File: config.mk
export PLATFORM = sky130hd
export DESIGN_NAME = x3q_mem_arbiter
export DESIGN_NICKNAME = d
export VERILOG_FILES = /design/src/rtl/x3q_mem_arbiter.sv
export SDC_FILE = /design/constraint.sdc
export NUM_CORES = 1
export LEC_CHECK = 0
export CORE_MARGIN = 1.5
export CORE_UTILIZATION = 57
export DETAILED_ROUTE_END_ITERATION = 8
export DONT_BUFFER_PORTS = 1
export PLACE_DENSITY = 0.82
export SLEW_MARGIN = 10
export SYNTH_ARGS = -nofsm -noshare
export SYNTH_HDL_FRONTEND = slang
export SYNTH_SLANG_ARGS = --single-unit
File: constraint.sdc
create_clock -name clk -period 6.55 [get_ports clk]
set_clock_uncertainty 0.2 [all_clocks]
set_input_delay 1.965 -clock clk [delete_from_list [all_inputs] [get_ports clk]]
set_output_delay 1.965 -clock clk [all_outputs]
set_load 0.02 [all_outputs]
File: src/rtl/x3q_mem_arbiter.sv
// rtl/x3q_mem_arbiter.sv - N-channel round-robin arbiter onto one single-outstanding x3q16 memory port
module x3q_mem_arbiter #(
  parameter int N_CH    = 3,
  parameter int AW      = 16,
  parameter int DW      = 16,
  parameter int TIMEOUT = 255
) (
  input  logic             clk,
  input  logic             reset,
  input  logic [N_CH-1:0]    ch_req,
  input  logic [N_CH-1:0]    ch_type,
  input  logic [N_CH*AW-1:0] ch_addr,
  input  logic [N_CH*DW-1:0] ch_wdata,
  output logic [N_CH-1:0]    ch_busy,
  output logic [N_CH-1:0]    ch_ready,
  output logic [N_CH-1:0]    ch_wdone,
  output logic [N_CH-1:0]    ch_timeout,
  output logic [DW-1:0]      ch_rdata,
  output logic             mem_request,
  output logic             mem_type,
  output logic [AW-1:0]    mem_address,
  output logic [DW-1:0]    mem_wdata,
  input  logic [DW-1:0]    mem_rdata,
  input  logic             mem_ready,
  input  logic             mem_write_complete
);

  localparam int GW = (N_CH > 1) ? $clog2(N_CH) : 1;
  localparam int TW = (TIMEOUT > 0) ? $clog2(TIMEOUT + 1) : 1;

  typedef enum logic {S_IDLE, S_WAIT} state_t;

  state_t          state, state_n;
  logic [N_CH-1:0] pending, slot_type, clr_mask;
  logic [AW-1:0]   slot_addr  [N_CH];
  logic [DW-1:0]   slot_wdata [N_CH];
  logic [GW-1:0]   grant, last_grant, winner, idx;
  logic            win_found;
  logic [TW-1:0]   timer;
  logic            rd_done, wr_done, to_done, finish;

  assign ch_busy = pending;

  // Round-robin search begins just after the previous winner.
  always_comb begin
    winner    = '0;
    win_found = 1'b0;
    idx       = '0;
    for (int k = 1; k <= N_CH; k++) begin
      idx = GW'((int'(last_grant) + k) % N_CH);
      if (!win_found && pending[idx]) begin
        win_found = 1'b1;
        winner    = idx;
      end
    end
  end

  always_comb begin
    rd_done  = (state == S_WAIT) && !mem_type && mem_ready;
    wr_done  = (state == S_WAIT) && mem_type && mem_write_complete;
    to_done  = (state == S_WAIT) && !rd_done && !wr_done && (TIMEOUT != 0) &&
               (timer == TW'(TIMEOUT - 1));
    finish   = rd_done || wr_done || to_done;
    clr_mask = '0;
    if (finish) clr_mask[grant] = 1'b1;
    state_n  = state;
    case (state)
      S_IDLE:  if (win_found) state_n = S_WAIT;
      S_WAIT:  if (finish) state_n = S_IDLE;
      default: state_n = S_IDLE;
    endcase
  end

  always_ff @(posedge clk or posedge reset) begin
    if (reset) begin
      state       <= S_IDLE;
      pending     <= '0;
      slot_type   <= '0;
      grant       <= '0;
      last_grant  <= GW'(N_CH - 1);
      timer       <= '0;
      ch_ready    <= '0;
      ch_wdone    <= '0;
      ch_timeout  <= '0;
      ch_rdata    <= '0;
      mem_request <= 1'b0;
      mem_type    <= 1'b0;
      mem_address <= '0;
      mem_wdata   <= '0;
      for (int i = 0; i < N_CH; i++) begin
        slot_addr[i]  <= '0;
        slot_wdata[i] <= '0;
      end
    end else begin
      state       <= state_n;
      mem_request <= (state == S_IDLE) && win_found;
      ch_ready    <= '0;
      ch_wdone    <= '0;
      ch_timeout  <= '0;
      if (state == S_IDLE) begin
        if (win_found) begin
          grant       <= winner;
          last_grant  <= winner;
          mem_type    <= slot_type[winner];
          mem_address <= slot_addr[winner];
          mem_wdata   <= slot_wdata[winner];
          timer       <= '0;
        end
      end else begin
        if (rd_done) begin
          ch_rdata        <= mem_rdata;
          ch_ready[grant] <= 1'b1;
        end
        if (wr_done) ch_wdone[grant] <= 1'b1;
        if (to_done) ch_timeout[grant] <= 1'b1;
        if (!finish) timer <= timer + 1'b1;
      end
      // A request landing on its own channel's completion edge refills the slot.
      for (int i = 0; i < N_CH; i++) begin
        if (ch_req[i] && (!pending[i] || clr_mask[i])) begin
          pending[i]    <= 1'b1;
          slot_type[i]  <= ch_type[i];
          slot_addr[i]  <= ch_addr[i*AW +: AW];
          slot_wdata[i] <= ch_wdata[i*DW +: DW];
        end else if (clr_mask[i]) begin
          pending[i] <= 1'b0;
        end
      end
    end
  end

endmodule

==> results of run 1 <==
[power by group]
part | switching (mW) | internal (mW)
logic | 0.776 | 0.700
registers | 0.536 | 1.58
clock network | 0.386 | 0.679
total | 1.70 | 2.96
[metrics by stage]
step / utilization / power [mW] / hold WS (ps) / setup slack (ps)
floorplan: - / 3.256 / 270.0 / 2175
global route: 0.6487 / 4.922 / 312.5 / 2381
detailed placement: 0.5971 / 3.618 / 292.2 / 2395
finish: 0.6489 / 4.654 / 300.2 / 2564
CTS: 0.6487 / 4.689 / 301.2 / 2581
global placement: 0.5971 / 3.497 / 282.2 / 2461
[cells in the mapped netlist, drive strengths merged (5+ instances only)]
master  number
a211oi      35
buf         23
clkbuf       8
dfrtp      172
inv         11
mux2       115
mux2i       35
nand2       15
nor2        49
nor3        40
o21ai        6
xnor2        5
[cells by family (layout without fill, tap and decap cells)]
kind of cell	count (synthesis)	after routing	synth area share
compound gates	48	48	0.04933
xor+xnor	5	5	0.006057
fa+ha+maj	4	4	0.006923
buf+inv	42	46	0.03254
flops	173	173	0.5990
mux	150	150	0.2276
other cells	0	1	0
simple gates	122	122	0.07858
[per-layer routing]
layer  share of wire  global-route usage
met5               0                   0
met4           0.023              0.1130
met3           0.087             0.09990
met2            0.50              0.4118
met1            0.39              0.2914
[worst reg2reg max path: cells and delay by family (launching register included)]
| kind | cells | cell delay, ps |
|---|---|---|
| flops | 1 | 510 |
| fa+ha+maj | 1 | 380 |
| compound gates | 3 | 1440 |
| buf+inv | 1 | 120 |
| simple gates | 2 | 1160 |
[path summary, 6_finish.rpt]
path                                      startpoint                         to
max                             grant[0]$_DFFE_PP0P_   mem_wdata[1]$_DFFE_PP0P_
min                        last_grant[1]$_DFFE_PP1P_  last_grant[1]$_DFFE_PP1P_
max reg2reg                     grant[0]$_DFFE_PP0P_   mem_wdata[1]$_DFFE_PP0P_
min reg2reg                last_grant[1]$_DFFE_PP1P_  last_grant[1]$_DFFE_PP1P_
max in group asynchronous                      reset   mem_wdata[1]$_DFFE_PP0P_
min in group asynchronous                      reset      mem_request$_DFF_PP0_
[flip-flops by register name, summed over array words and instances (netlist names), 8 cells and up]
name         count
ch_rdata        16
mem_address     16
mem_wdata       16
slot_addr       48
slot_wdata      48
timer            8
[area by class of cell]
type	count	share of cell area
flip-flops and latches	173	0.5465
multi-input cells	329	0.3371
clock buffers	26	0.06300
well taps	168	0.02653
clock inverters	6	0.01642
inverters	11	0.005685
repair buffers	3	0.004421
diodes	1	0.0003158
==> qor.csv, run 1 <==
metric,value,unit
critical path capture point type,register,
CTS Buf Count,17,
Post-route DRC,0,
Worst-Margin Slew,1100,ps
GRT Residual Overflow,0,
Crit-path slowest cell,or4_2,
crit start category,register,
via count,4337,
unrepaired setup endpoints after global routing,false,
Cell Pwr Density,587.4,nW/µm²
Final Hold Vio Count,0,
register area,4330,µm²
final count of pins violating max slew,0,
total track usage,0.2506,
Clock Tree Buf Depth,2,
synthesized cell area,7229,µm²
crit-path leading delay family,compound AO/OA/AOI/OAI gates,
initial antenna violation count,0,
layout cells sized above 1,0.2828,
Tmin final,3986,ps
width of the die,115.6,µm
Routed Antenna Nets,0,
Initial Util,0.5920,
Port Buffers,0,
Clock Latency Late Sink,420,ps
main flop type after synthesis,dfrtp_1,
Post-synth EDFFs,0,
Worst Path Arrival,4020,ps
"Design Area, Final",7924,µm²
nets@finish,661,
CTS Sinks,173,
crit-path max FO,42,
Fillers,954,
Leakage,3.442,nW
post-synthesis cell count,544,
CTS H-tree depth,4,
CTS tree,yes,
Synth area leader,dfrtp_1,
Max Cap Viol,0,
"commonest non-fill, non-tap cells in the layout","172 x dfrtp_1, 115 x mux2_2, 49 x nor2_1",
CORE AREA,12210,µm²
wire per inst,22.16,µm
Seq cells post-synth,173,
fin crit share,0.6085,
HP Class,reg2reg,
DRT Pass-1 Iters,4,
Worst Path Required,6580,ps
reg2reg setup slack,2560,ps
Starting DRT DRC Count,258,
post-DP HPWL,10290,µm
Vias/cell,6.049,
cell total after placement,684,
critical path class,reg2reg,
hold depth,2,
Core Rows,40,
Max Freq,0.2509,GHz
"critical path, cell by cell","inv_1, ha_1, o32a_1, nor2_1, or4_2, a21oi_4, a211oi_1",
R2R cell count,7,
setup_tns,0,ps
Top-Level Pins,184,
"slowest stage delay, CP",1110,ps
hold buffers post-CTS,0,
pin count of the biggest net entering global routing,140,
"Seq/Total Area, Yosys",0.5990,
crit path buf inv count,1,
worst-case vdd ir drop,0.0003130,V
Layout Cells excl Fill,717,
Post-Place Cell Area,7292,µm²
Slew headroom,0.2652,
placer congestion estimate,0.7776,
net count after synthesis,670,
WL final,15890,µm
"most common cell after layout, fill and taps aside",dfrtp_1,
Resized Gates After CTS,0,
global-route wire length before repair,24840,µm
die area,13370,µm²
Post-CTS Setup Bufs,0,
syn_area_per_cell,13.29,µm²
vias in the first global route,4660,
status,"complete, no violations",
leading post-synthesis cells by cell area,"dfrtp_1 60%, mux2_2 18%, mux2i_1 4.8%",
synth warn,0,
Crit path depth,7,
Worst-path clk slew,60,ps
area used by multi-input combinational logic,2671,µm²
Setup-failing EPs final,0,
Die H,115.6,µm
clock root buffer,clkbuf_16,
share of the synthesized area in the top cell type,0.5954,
ys async rst share,1.000,
area delta synth->final,9.605,%
"Distinct cells, synth",38,
No activity file was read; power rests on OpenSTA's default activity.
==> inputs of run 2 (changes only) <==
Clock period 6.55 ns to 3.45 ns, I/O delays scaled along.
==> run 2 against run 1 <==
  * Die area unchanged
  * Worst setup slack worse by 2200 ps
  * Non-clock buffer count up 13
  * Global-route usage fell by 0.38 points
  * Sequential cell count unchanged
  * Via count up 0.83%
  * Total power grew 95%
  * Core utilization is 1.7 points higher
  * Sequential share of layout area down 1.4 points
  * First-iteration DRC count down 0.78%
  * Final cell count up 2.1%
  * Clock power rose by 110%
  * Critical endpoint is now mem_address[12]$_DFFE_PP0P_
==> qor.csv, run 2 (synthesized netlist as in run 1, its figures left out) <==
metric,value,unit
clock root buffer,clkbuf_16,
vias in the first global route,4587,
Die H,115.6,µm
Leakage,3.546,nW
Top-Level Pins,184,
via count,4373,
Port Buffers,0,
Routed Antenna Nets,0,
"most common cell after layout, fill and taps aside",dfrtp_1,
crit path buf inv count,3,
Vias/cell,5.974,
reg2reg setup slack,370,ps
pin count of the biggest net entering global routing,76,
Fillers,930,
Post-CTS Setup Bufs,0,
hold depth,1,
post-DP HPWL,10930,µm
setup_tns,0,ps
placer congestion estimate,0.8174,
Pint,5.845,mW
Max Cap Viol,0,
CTS tree,yes,
"commonest non-fill, non-tap cells in the layout","172 x dfrtp_1, 115 x mux2_2, 49 x nor2_1",
die area,13370,µm²
fin crit share,0.8929,
crit start category,register,
area delta synth->final,12.44,%
CTS Sinks,173,
Pwr Total,9.072,mW
Worst Path Arrival,3190,ps
final count of pins violating max slew,0,
CTS H-tree depth,4,
global-route wire length before repair,24440,µm
Starting DRT DRC Count,256,
total track usage,0.2468,
Worst-Margin Slew,918.2,ps
Clock Latency Late Sink,430,ps
Tmin final,3080,ps
"critical path, cell by cell","inv_1, ha_1, and3_1, or4_2, inv_2, buf_12, nor2_1, a211oi_1",
initial antenna violation count,4,
Min-Delay Startpoint,slot_addr[18]$_DFFE_PP0P_,
nets@finish,674,
crit-path max FO,28,
fin util,0.6657,
RR Endpoint,mem_address[12]$_DFFE_PP0P_,
critical path capture point type,register,
R2R cell count,8,
WL final,15510,µm
HP Class,reg2reg,
worst-case vdd ir drop,0.0005861,V
"slowest stage delay, CP",760,ps
DRT Pass-1 Iters,4,
hold buffers post-CTS,0,
layout cells sized above 1,0.3066,
Resized Gates After CTS,0,
Post-route DRC,0,
Final Hold Vio Count,0,
unrepaired setup endpoints after global routing,false,
Cell Pwr Density,1116,nW/µm²
logic gate share of total power,0.320,
CTS Buf Count,17,
Largest regs,"slot_addr (48), slot_wdata (48)",
Net Sw Power,3.227,mW
status,"complete, no violations",
wire per inst,21.19,µm
Setup-failing EPs final,0,
Initial Util,0.5920,
Critical R2R Launch,grant[0]$_DFFE_PP0P_,
Worst-path clk slew,70,ps
GRT Residual Overflow,0,
switching share of power,0.3557,
width of the die,115.6,µm
CORE AREA,12210,µm²
Core Rows,40,
Worst Path Required,3560,ps
crit-path leading delay family,simple AND/OR/NAND/NOR gates,
Slew headroom,0.3782,
Clk network pwr share,0.240,
Hold Path End,slot_addr[18]$_DFFE_PP0P_,
sequential power share,0.440,
Max Freq,0.3246,GHz
critical path class,reg2reg,
Clock Tree Buf Depth,2,
Crit-path slowest cell,or4_2,
==> run 2: cell type report <==
cell class	count	area (µm²)	share of cell area
Antenna cell	3	7.507	0.0009235
Clock buffer	21	470.5	0.05787
Clock inverter	11	211.5	0.02601
Inverter	11	45.04	0.005541
Multi-Input combinational cell	329	2671	0.3286
Sequential cell	173	4330	0.5327
Tap cell	168	210.2	0.02586
Timing Repair Buffer	16	182.7	0.02247
==> run 2: worst max-delay path by stage <==
stage	from	end	slack, ps	depth (start not counted)
after floorplan	reset	ch_busy[0]$_DFFE_PP0P_	5	1
after global placement	mem_write_complete	slot_addr[12]$_DFFE_PP0P_	450	6
after detailed placement	mem_write_complete	slot_wdata[11]$_DFFE_PP0P_	360	6
after CTS	grant[0]$_DFFE_PP0P_	mem_address[12]$_DFFE_PP0P_	380	8
after global routing	grant[0]$_DFFE_PP0P_	mem_address[12]$_DFFE_PP0P_	240	8
final	grant[0]$_DFFE_PP0P_	mem_address[12]$_DFFE_PP0P_	370	8
==> run 2: per-layer routing <==
| metal | vias up | GRT usage | part of all wire |
|---|---|---|---|
| met5 | - | 0 | 0 |
| met4 | 0 | 0.1008 | 0.019 |
| met3 | 25 | 0.1067 | 0.096 |
| met2 | 174 | 0.4114 | 0.51 |
| met1 | 2226 | 0.2809 | 0.37 |
| li1 | 1948 | - | - |
==> run 2: per-stage QoR <==
| step | hold slack (ps) | instance area (µm²) | worst slack [ps] | std cells |
|---|---|---|---|---|
| after floorplan | 270.0 | 7233 | 5.140 | 544 |
| after global placement | 284.2 | 7440 | 450.1 | 697 |
| after detailed placement | 292.9 | 7440 | 362.0 | 697 |
| after CTS | 306.8 | 8122 | 378.8 | 729 |
| after global routing | 310.6 | 8129 | 240.3 | 732 |
| final | 302.5 | 8129 | 369.5 | 732 |
==> run 2: power groups by stage <==
stage	clock network [mW]	logic, mW	registers (mW)
final	2.18	2.90	4.00
after global routing	2.29	3.19	4.11
after detailed placement	0	2.92	4.04
after global placement	0	2.77	3.97
after floorplan	0	2.37	3.81
after CTS	2.20	2.95	4.00
